### src/rtl/uart_pkg.sv
// Shared constants, FSM state encoding and frame sizing for the UART transmit path.
package uart_pkg;

   localparam int unsigned PARITY_NONE = 0;
   localparam int unsigned PARITY_ODD  = 1;
   localparam int unsigned PARITY_EVEN = 2;

   typedef enum logic [2:0] {
      ST_IDLE,
      ST_START,
      ST_DATA,
      ST_PARITY,
      ST_STOP
   } tx_state_e;

   // Bits on the line for one frame: start + payload + optional parity + stop bits.
   function automatic int unsigned frame_bits(input int unsigned data_bits,
                                              input int unsigned parity_mode,
                                              input int unsigned stop_bits);
      return 1 + data_bits + ((parity_mode != PARITY_NONE) ? 1 : 0) + stop_bits;
   endfunction

endpackage

### src/rtl/uart_sync_fifo.sv
// Single-clock FIFO with a first-word-fall-through head, so a consumer can pop
// and use rd_data in the same cycle.
module uart_sync_fifo #(
   parameter int unsigned WIDTH = 8,
   parameter int unsigned DEPTH = 16
) (
   input  logic                     clk,
   input  logic                     rst,
   input  logic                     wr_en,
   input  logic [WIDTH-1:0]         wr_data,
   input  logic                     rd_en,
   output logic [WIDTH-1:0]         rd_data,
   output logic                     full,
   output logic                     empty,
   output logic [$clog2(DEPTH):0]   count
);

   localparam int unsigned AW = $clog2(DEPTH);

   logic [WIDTH-1:0] mem_q [DEPTH];
   logic [AW-1:0]    wr_ptr_q, wr_ptr_d;
   logic [AW-1:0]    rd_ptr_q, rd_ptr_d;
   logic [AW:0]      count_q, count_d;
   logic             do_wr, do_rd;

   assign full    = (count_q == (AW+1)'(DEPTH));
   assign empty   = (count_q == '0);
   assign count   = count_q;
   assign rd_data = mem_q[rd_ptr_q];

   always_comb begin
      do_wr    = wr_en && !full;
      do_rd    = rd_en && !empty;
      wr_ptr_d = wr_ptr_q;
      rd_ptr_d = rd_ptr_q;
      count_d  = count_q;
      // Pointers wrap naturally because DEPTH is a power of two.
      if (do_wr) wr_ptr_d = wr_ptr_q + AW'(1);
      if (do_rd) rd_ptr_d = rd_ptr_q + AW'(1);
      if (do_wr && !do_rd) count_d = count_q + (AW+1)'(1);
      if (!do_wr && do_rd) count_d = count_q - (AW+1)'(1);
   end

   always_ff @(posedge clk) begin
      if (rst) begin
         wr_ptr_q <= '0;
         rd_ptr_q <= '0;
         count_q  <= '0;
      end else begin
         wr_ptr_q <= wr_ptr_d;
         rd_ptr_q <= rd_ptr_d;
         count_q  <= count_d;
      end
   end

   always_ff @(posedge clk) begin
      if (do_wr) mem_q[wr_ptr_q] <= wr_data;
   end

endmodule

### src/rtl/uart_tx_fifo.sv
// Buffered UART transmitter: bytes queue in a FIFO and a framing FSM sends them
// back-to-back with configurable width, parity and stop bits.
module uart_tx_fifo
   import uart_pkg::*;
#(
   parameter logic [15:0] BPS_NUM     = 16'd234,
   parameter int unsigned DATA_BITS   = 8,
   parameter int unsigned PARITY_MODE = 0,
   parameter int unsigned STOP_BITS   = 1,
   parameter int unsigned FIFO_DEPTH  = 16
) (
   input  logic                           clk,
   input  logic                           rst,
   input  logic [DATA_BITS-1:0]           wr_data,
   input  logic                           wr_en,
   output logic                           full,
   output logic [$clog2(FIFO_DEPTH):0]    fifo_count,
   output logic                           overflow,
   input  logic                           clr_overflow,
   output logic                           uart_tx,
   output logic                           tx_busy
);

   generate
      if (BPS_NUM < 16'd2) begin : g_bad_bps
         $error("uart_tx_fifo: BPS_NUM must be at least 2");
      end
      if (DATA_BITS < 5 || DATA_BITS > 8) begin : g_bad_data_bits
         $error("uart_tx_fifo: DATA_BITS must be 5..8");
      end
      if (PARITY_MODE > PARITY_EVEN) begin : g_bad_parity
         $error("uart_tx_fifo: PARITY_MODE must be 0, 1 or 2");
      end
      if (STOP_BITS != 1 && STOP_BITS != 2) begin : g_bad_stop
         $error("uart_tx_fifo: STOP_BITS must be 1 or 2");
      end
      if (FIFO_DEPTH < 2 || (FIFO_DEPTH & (FIFO_DEPTH - 1)) != 0) begin : g_bad_depth
         $error("uart_tx_fifo: FIFO_DEPTH must be a power of two >= 2");
      end
   endgenerate

   localparam int unsigned       FRAME_BITS = frame_bits(DATA_BITS, PARITY_MODE, STOP_BITS);
   localparam int unsigned       IDX_W      = $clog2(FRAME_BITS);
   localparam logic [IDX_W-1:0]  LAST_DATA  = IDX_W'(DATA_BITS - 1);
   localparam logic [IDX_W-1:0]  LAST_STOP  = IDX_W'(STOP_BITS - 1);
   localparam bit                HAS_PARITY = (PARITY_MODE != PARITY_NONE);
   localparam logic [15:0]       BAUD_LAST  = BPS_NUM - 16'd1;

   tx_state_e              state_q, state_d;
   logic [15:0]            baud_q, baud_d;
   logic [IDX_W-1:0]       idx_q, idx_d;
   logic [DATA_BITS-1:0]   shift_q, shift_d;
   logic                   par_q, par_d;
   logic                   uart_tx_q, uart_tx_d;
   logic                   busy_q, busy_d;
   logic                   ovf_q, ovf_d;

   logic                   load;
   logic                   baud_done;
   logic                   fifo_empty;
   logic                   fifo_full;
   logic [DATA_BITS-1:0]   head_data;
   logic [$clog2(FIFO_DEPTH):0] fifo_cnt;

   function automatic logic parity_of(input logic [DATA_BITS-1:0] d);
      return (PARITY_MODE == PARITY_ODD) ? ~(^d) : (^d);
   endfunction

   uart_sync_fifo #(
      .WIDTH (DATA_BITS),
      .DEPTH (FIFO_DEPTH)
   ) u_fifo (
      .clk     (clk),
      .rst     (rst),
      .wr_en   (wr_en),
      .wr_data (wr_data),
      .rd_en   (load),
      .rd_data (head_data),
      .full    (fifo_full),
      .empty   (fifo_empty),
      .count   (fifo_cnt)
   );

   assign baud_done = (baud_q == BAUD_LAST);

   always_comb begin
      state_d = state_q;
      baud_d  = baud_q;
      idx_d   = idx_q;
      shift_d = shift_q;
      par_d   = par_q;
      load    = 1'b0;

      case (state_q)
         ST_IDLE: load = !fifo_empty;
         ST_START: begin
            if (baud_done) begin
               state_d = ST_DATA;
               baud_d  = '0;
               idx_d   = '0;
            end else begin
               baud_d = baud_q + 16'd1;
            end
         end
         ST_DATA: begin
            if (baud_done) begin
               baud_d  = '0;
               shift_d = shift_q >> 1;
               if (idx_q == LAST_DATA) begin
                  idx_d   = '0;
                  state_d = HAS_PARITY ? ST_PARITY : ST_STOP;
               end else begin
                  idx_d = idx_q + IDX_W'(1);
               end
            end else begin
               baud_d = baud_q + 16'd1;
            end
         end
         ST_PARITY: begin
            if (baud_done) begin
               baud_d  = '0;
               idx_d   = '0;
               state_d = ST_STOP;
            end else begin
               baud_d = baud_q + 16'd1;
            end
         end
         ST_STOP: begin
            if (baud_done) begin
               baud_d = '0;
               // Chain straight into the next start bit when more data is waiting.
               if (idx_q == LAST_STOP) begin
                  if (fifo_empty) state_d = ST_IDLE;
                  else            load    = 1'b1;
               end else begin
                  idx_d = idx_q + IDX_W'(1);
               end
            end else begin
               baud_d = baud_q + 16'd1;
            end
         end
         default: state_d = ST_IDLE;
      endcase

      if (load) begin
         shift_d = head_data;
         par_d   = parity_of(head_data);
         state_d = ST_START;
         baud_d  = '0;
         idx_d   = '0;
      end

      case (state_q)
         ST_START:  uart_tx_d = 1'b0;
         ST_DATA:   uart_tx_d = shift_q[0];
         ST_PARITY: uart_tx_d = par_q;
         default:   uart_tx_d = 1'b1;
      endcase

      busy_d = (state_q != ST_IDLE) || (fifo_cnt != '0);

      // A fresh overflowing write takes priority over the clear.
      ovf_d = ovf_q;
      if (clr_overflow)         ovf_d = 1'b0;
      if (wr_en && fifo_full)   ovf_d = 1'b1;
   end

   always_ff @(posedge clk) begin
      if (rst) begin
         state_q   <= ST_IDLE;
         baud_q    <= '0;
         idx_q     <= '0;
         shift_q   <= '0;
         par_q     <= 1'b0;
         uart_tx_q <= 1'b1;
         busy_q    <= 1'b0;
         ovf_q     <= 1'b0;
      end else begin
         state_q   <= state_d;
         baud_q    <= baud_d;
         idx_q     <= idx_d;
         shift_q   <= shift_d;
         par_q     <= par_d;
         uart_tx_q <= uart_tx_d;
         busy_q    <= busy_d;
         ovf_q     <= ovf_d;
      end
   end

   assign full       = fifo_full;
   assign fifo_count = fifo_cnt;
   assign overflow   = ovf_q;
   assign uart_tx    = uart_tx_q;
   assign tx_busy    = busy_q;

endmodule
### config.mk
export PLATFORM = sky130hd
export DESIGN_NAME = uart_tx_fifo
export DESIGN_NICKNAME = d
export VERILOG_FILES = /design/src/rtl/uart_pkg.sv /design/src/rtl/uart_sync_fifo.sv /design/src/rtl/uart_tx_fifo.sv
export SDC_FILE = /design/constraint.sdc
export NUM_CORES = 1
export LEC_CHECK = 0
export CORE_MARGIN = 4
export CORE_UTILIZATION = 25
export DETAILED_ROUTE_END_ITERATION = 10
export HOLD_SLACK_MARGIN = 0.05
export SLEW_MARGIN = 20
export SYNTH_ARGS = -nofsm -noshare
export SYNTH_HDL_FRONTEND = slang
export SYNTH_SLANG_ARGS = --single-unit
### constraint.sdc
create_clock -name clk -period 3.7 [get_ports clk]
set_input_delay 0.925 -clock clk [delete_from_list [all_inputs] [get_ports clk]]
set_output_delay 0.925 -clock clk [all_outputs]
set_load 0.05 [all_outputs]
=== Word level (Yosys, flattened, before mapping) ===
Memories as Yosys holds them, arrays and structs flattened. A register that Yosys moved wholly into a read port is not among the register bits.
Index checks and enable logic that the tools add are counted.

* $add $sub $neg: 6
* Eq/ne operators: 24
* Mux-type cells: 32
* Bitwise gates (word level): 1
* Reduce and logical (&&, ||, !) cells: 28

{| class="wikitable"
|+ Operators with widths
! operator !! number
|-
| 2-to-1 mux 4 bit || 7
|-
| 2-to-1 mux 8 bit || 3
|-
| 2-to-1 mux 3 bit || 7
|-
| != test 3 x 2 -> 1 bit (second input constant) || 6
|-
| adder 16 x 1 -> 16 bit (second input constant) || 1
|-
| == test 16 x 8 -> 1 bit (second input constant) || 1
|-
| 2-to-1 mux 16 bit || 1
|-
| AND reduction 8 bit || 2
|-
| case mux 3 bit (5 select lines) || 1
|-
| != test 2 bit (second input constant) || 7
|-
| adder 4 x 1 -> 4 bit (second input constant) || 3
|-
| case mux 4 bit (3 select lines) || 1
|-
| 2-to-1 mux 5 bit || 2
|-
| 2-to-1 mux 1 bit || 8
|-
| nonzero test 2 bit || 4
|-
| parity 8 bit || 1
|-
| == test 3 x 2 -> 1 bit (second input constant) || 2
|-
| != test 2 x 1 -> 1 bit (second input constant) || 3
|-
| nonzero test 3 bit || 2
|-
| adder 5 x 1 -> 5 bit (second input constant) || 1
|-
| == test 5 bit (second input constant) || 1
|-
| logical AND 1 bit || 5
|-
| logical NOT 5 bit || 1
|-
| AND reduction 5 bit || 1
|-
| 16 further kinds || 20
|}

* Register bits: 48
* Bits in writable memories: 128
* Bits of input ports: 12
* Output and inout port bits: 9
* Word-level logic and storage cells: 104
* Memories: 1

{| class="wikitable"
|+ Memory list
! memory !! depth !! bits a word !! rd ports !! clocked after memory_dff !! write ports !! RTL line !! text
|-
| u_fifo.mem_q || 16 || 8 || 1 || 1 || 1 || uart_sync_fifo.sv:20 || <nowiki>logic [WIDTH-1:0] mem_q [DEPTH];</nowiki>
|}

=== Longest topological paths before layout ===
* Depth after elaboration: 10
* Depth in mapped cells: 17
* Gate-level depth less buffers: 15

=== By module ===
From an unflattened synthesis, not the netlist that was laid out.

* Cell total of the unflattened synthesis: 524
* Area, all modules: 7759.9 µm²

{| class="wikitable"
|+ By module, submodules not included
! module !! instances !! cells each !! area an instance (µm²) !! seq. area each (µm²)
|-
| uart_sync_fifo || 1 || 294 || 5899.4 || 4184.0
|-
| uart_tx_fifo || 1 || 230 || 1860.5 || 700.7
|}

=== Least setup slack after synthesis ===
No wires, ideal clock.

* Path type: flip-flop to flip-flop
* Start: register baud_q[9]
* End: register u_fifo.count_q[4] (netlist: u_fifo.count[4])
* Setup time: 71 ps
* Data arrival time: 3854 ps
* Data required time: 3629 ps
* Setup slack: -224 ps
* Cell stages (with the launch flop): 17
* Buffers on the path: 2
* Period minus slack after synthesis: 3924 ps
* Cell sequence: dfxtp_1 > or4_1 > or4_4 > or4_1 > a21o_1 > inv_2 > buf_6 > ha_1 > clkbuf_1 > xor2_1 > ha_1 > o21ai_0 > a21oi_1 > a21oi_1 > xor2_1 > or3_1 > a21oi_1

* Word-level cells in the longest chain between the ends: 7
* Elaborated cells between the ends (all ways): 9
* Those cells by class: eq/ne: 1; mux: 3; reduce/logical: 5

{| class="wikitable"
|+ RTL lines
! item !! RTL line !! text
|-
| start: declaration || uart_tx_fifo.sv:50 || <nowiki>logic [15:0] baud_q, baud_d;</nowiki>
|-
| start signal: assignment || uart_tx_fifo.sv:180 || <nowiki>baud_q <= baud_d;</nowiki>
|-
| == test 16 x 8 -> 1 bit (*) || uart_tx_fifo.sv:84 || <nowiki>assign baud_done = (baud_q == BAUD_LAST);</nowiki>
|-
| 2-to-1 mux 1 bit (*) || uart_tx_fifo.sv:129 || <nowiki>if (baud_done) begin</nowiki>
|-
| case mux 1 bit (2 select lines) (*) || uart_tx_fifo.sv:94 || <nowiki>case (state_q)</nowiki>
|-
| logical AND 1 bit (*) || uart_sync_fifo.sv:33 || <nowiki>do_rd = rd_en && !empty;</nowiki>
|-
| logical NOT 1 bit || uart_sync_fifo.sv:40 || <nowiki>if (do_wr && !do_rd) count_d = count_q + (AW+1)'(1);</nowiki>
|-
| logical AND 1 bit || uart_sync_fifo.sv:40 ||
|-
| nonzero test 2 bit (no line) || n/a ||
|-
| end signal: assignment || uart_sync_fifo.sv:52 || <nowiki>count_q <= count_d;</nowiki>
|-
| end: declaration || uart_sync_fifo.sv:23 || <nowiki>logic [AW:0] count_q, count_d;</nowiki>
|}

Mark *: on every way between the ends. The rest lies on a longest branch, timed or not.
A chain may end at the register's enable or synchronous reset.

=== Worst setup path after layout ===
Same ends and word-level chain as after synthesis.

==> impl_metrics.json <==
{
  "ioPinCount": 21,
  "drc": 0,
  "ir_worst_vdd_v": 0.000261,
  "grt_first_pass_wirelength_mm": 23.8,
  "fin_cells": 968,
  "p_per_area_nw_per_um2": 670,
  "hold_depth": 2,
  "dp_hpwl_mm": 9.42,
  "fill_cells": 2931,
  "crit_path_end_kind": "flip-flop",
  "placed_area_um2": 8210,
  "arrival_ns": 3.87,
  "route.vias.total": 4218,
  "final.period_utilization": 0.948,
  "grt-ovfl-total": 0,
  "area_delta_synth_final_pct": 18.7,
  "worstSetupPathType": "flip-flop to flip-flop",
  "drive_gt1_frac": 0.176,
  "status": "finished clean",
  "hold_viol": 0,
  "syn_area_per_cell_um2": 14.0,
  "finalSetupViolations": 0,
  "p_leak_nw": 2.86,
  "synthesis.area_um2": 7450,
  "final_nets": 596,
  "ctsHtreeMaxLevel": 4,
  "hold_class": "flip-flop to flip-flop",
  "die_w_um": 181,
  "crit_path_start_kind": "flip-flop",
  "ys_seq_area_frac": 0.656,
  "ys_async_sr_fraction": 0,
  "globalplace.congestion": 0.752,
  "wl_per_cell_um": 15.3,
  "grt_usage": 0.0936,
  "wirelength_mm": 14.8,
  "register_area_um2": 4890,
  "synthAdderAreaFrac": 0.0218,
  "first_pass_iters": 4,
  "diodes": 0,
  "required_ns": 4.06,
  "final_cell_area_um2": 8840,
  "cts_buffers": 17,
  "antenna_found_initial": 0,
  "io_buffers": 20,
  "clk_latency_ns": 0.44,
  "synth_seq_cells": 180,
  "initial_utilization": 0.257,
  "dp_cells": 933,
  "synth.distinct_cells": 45,
  "clk_path_buf_depth": 2,
  "synth-simple-area-share": 0.108,
  "ff2ff_path_depth": 14,
  "setup_tns_ns": 0,
  "synth_xor_area_frac": 0.0400,
  "yosysWarnings": 0,
  "synthMuxAreaShare": 0.0981,
  "cp_max_fo": 5,
  "cts.sinks": 180,
  "die_area_um2": 32600,
  "grt_pass1_vias": 4186,
  "clock_skew_ns": 0.0193,
  "grt_max_degree": 33,
  "synth_top_family_by_area": "simple AND/OR/NAND/NOR gates",
  "cts_tree": "built",
  "maxSlewViolCount": 0,
  "synth-edff-count": 128,
  "synth_fp_nets": 558,
  "rrSetupSlack_ns": 0.19,
  "synth_top_flop_cell": "edfxtp_1",
  "synth-compound-area-share": 0.0527,
  "drv_cap": 0,
  "die_h_um": 181,
  "ant_nets": 0,
  "clk_pin_slew_ns": 0.07,
  "drt_iter0_markers": 310,
  "slew_headroom": 0.544,
  "max_freq_mhz": 285,
  "min_period_ns": 3.51,
  "multi_input_area_um2": 2400,
  "rows": 62,
  "syn_inst": 533,
  "clock_tree.root_cell": "clkbuf_16",
  "coreArea_um2": 29000,
  "via_per_inst": 4.36,
  "worst_pin_slew_ns": 0.682
}
-- final cells by class --
cell class | count | share of cell area
clock buffer | 17 | 0.0481
clock inverter | 15 | 0.0201
inverter | 12 | 0.00566
multi-input combinational | 313 | 0.272
sequential | 180 | 0.553
tap | 384 | 0.0544
timing repair buffer | 47 | 0.0470
-- worst max-delay path: stages (launching register included) --
cell and delay, ns:
dfxtp_1 0.33, or4_1 0.51, or4_4 0.44, or4_1 0.48
a21o_1 0.20, inv_2 0.08, ha_4 0.16, xor2_1 0.16
ha_2 0.20, o21ai_0 0.08, a21oi_1 0.17, a21oi_1 0.09
xor2_1 0.15, or3_1 0.30, a21oi_1 0.12
-- report_power, final --
group | total, mW | switching, mW | internal, mW
combinational | 1.62 | 0.910 | 0.713
clock | 1.87 | 0.842 | 1.03
sequential | 2.43 | 0.125 | 2.31
-- registers in the layout, indices dropped and copies added (netlist names), named ones only --
name / flops
baud_q: 16
idx_q: 4
overflow: 1
par_q: 1
shift_q: 8
state_q: 3
tx_busy: 1
u_fifo.count: 5
u_fifo.mem_q: 128
u_fifo.rd_ptr_q: 4
u_fifo.wr_ptr_q: 4
uart_tx: 1
-- metrics by stage --
step,total power [mW],worst slack (ns),hold slack (ns),utilization
after floorplan,3.67,0.0612,0.448,-
after global placement,4.07,0.189,0.458,0.283
after detailed placement,4.08,0.145,0.465,0.283
after CTS,5.96,0.133,0.473,0.304
after global routing,6.27,-0.00162,0.488,0.305
final,5.92,0.193,0.472,0.305
-- path summary, 6_finish.rpt --
kind / from / end
min reg2reg: shift_q[2] / shift_q[2]
max: baud_q[9] / u_fifo.count[4]
max reg2reg: baud_q[9] / u_fifo.count[4]
min: shift_q[2] / shift_q[2]
-- synthesized netlist by cell type, types with 3 or more instances --
master | n | area [um2]
a31oi_1 | 4 | 25.0
xnor2_1 | 14 | 123
inv_1 | 10 | 37.5
buf_1 | 5 | 18.8
mux4_2 | 32 | 721
a311oi_1 | 5 | 43.8
nor3_1 | 9 | 45.0
nand4_1 | 7 | 43.8
nor2_1 | 64 | 240
nor2b_1 | 5 | 31.3
nand3_1 | 9 | 45.0
xor2_1 | 20 | 175
dfxtp_1 | 52 | 1040
nand2_1 | 45 | 169
a21oi_1 | 23 | 115
clkbuf_1 | 17 | 63.8
o21ai_0 | 8 | 40.0
nand2b_1 | 6 | 37.5
edfxtp_1 | 128 | 3840
buf_2 | 4 | 20.0
or3_1 | 4 | 25.0
a22oi_1 | 18 | 135
ha_1 | 13 | 163
and3_1 | 3 | 18.8
-- layer usage --
metal | share of wire | GRT usage | vias up
li1 | - | - | 2056
met1 | 0.47 | 0.124 | 2090
met2 | 0.49 | 0.151 | 57
met3 | 0.034 | 0.0252 | 15
met4 | 0.0096 | 0.0293 | 0
met5 | 0 | 0 | -
-- what timing repair did --
action / CTS / global route
setup endpoints to repair: 0 / 1
gates resized for setup: 0 / 0
hold buffers: 0 / 0
setup buffers: 0 / 3
-- cells by family after synthesis --
logic type	count (synthesis)
DFF	180
and+or+nand+nor	170
AOI/OAI and AO/OA	63
buffers and inverters	40
xor gates and xnor gates	34
muxes	33
adders and majority gates	13
-- cell usage in the layout, fill, tap and decap left out, types with 18 or more instances in the layout --
master,instances
xor2_1,20
nand2_1,45
clkdlybuf4s50_1,20
nor2_1,64
a22oi_1,18
buf_4,26
dfxtp_1,51
edfxtp_1,128
a21oi_1,23
mux4_2,32
Note: power is estimated with default switching activity, not from simulation.
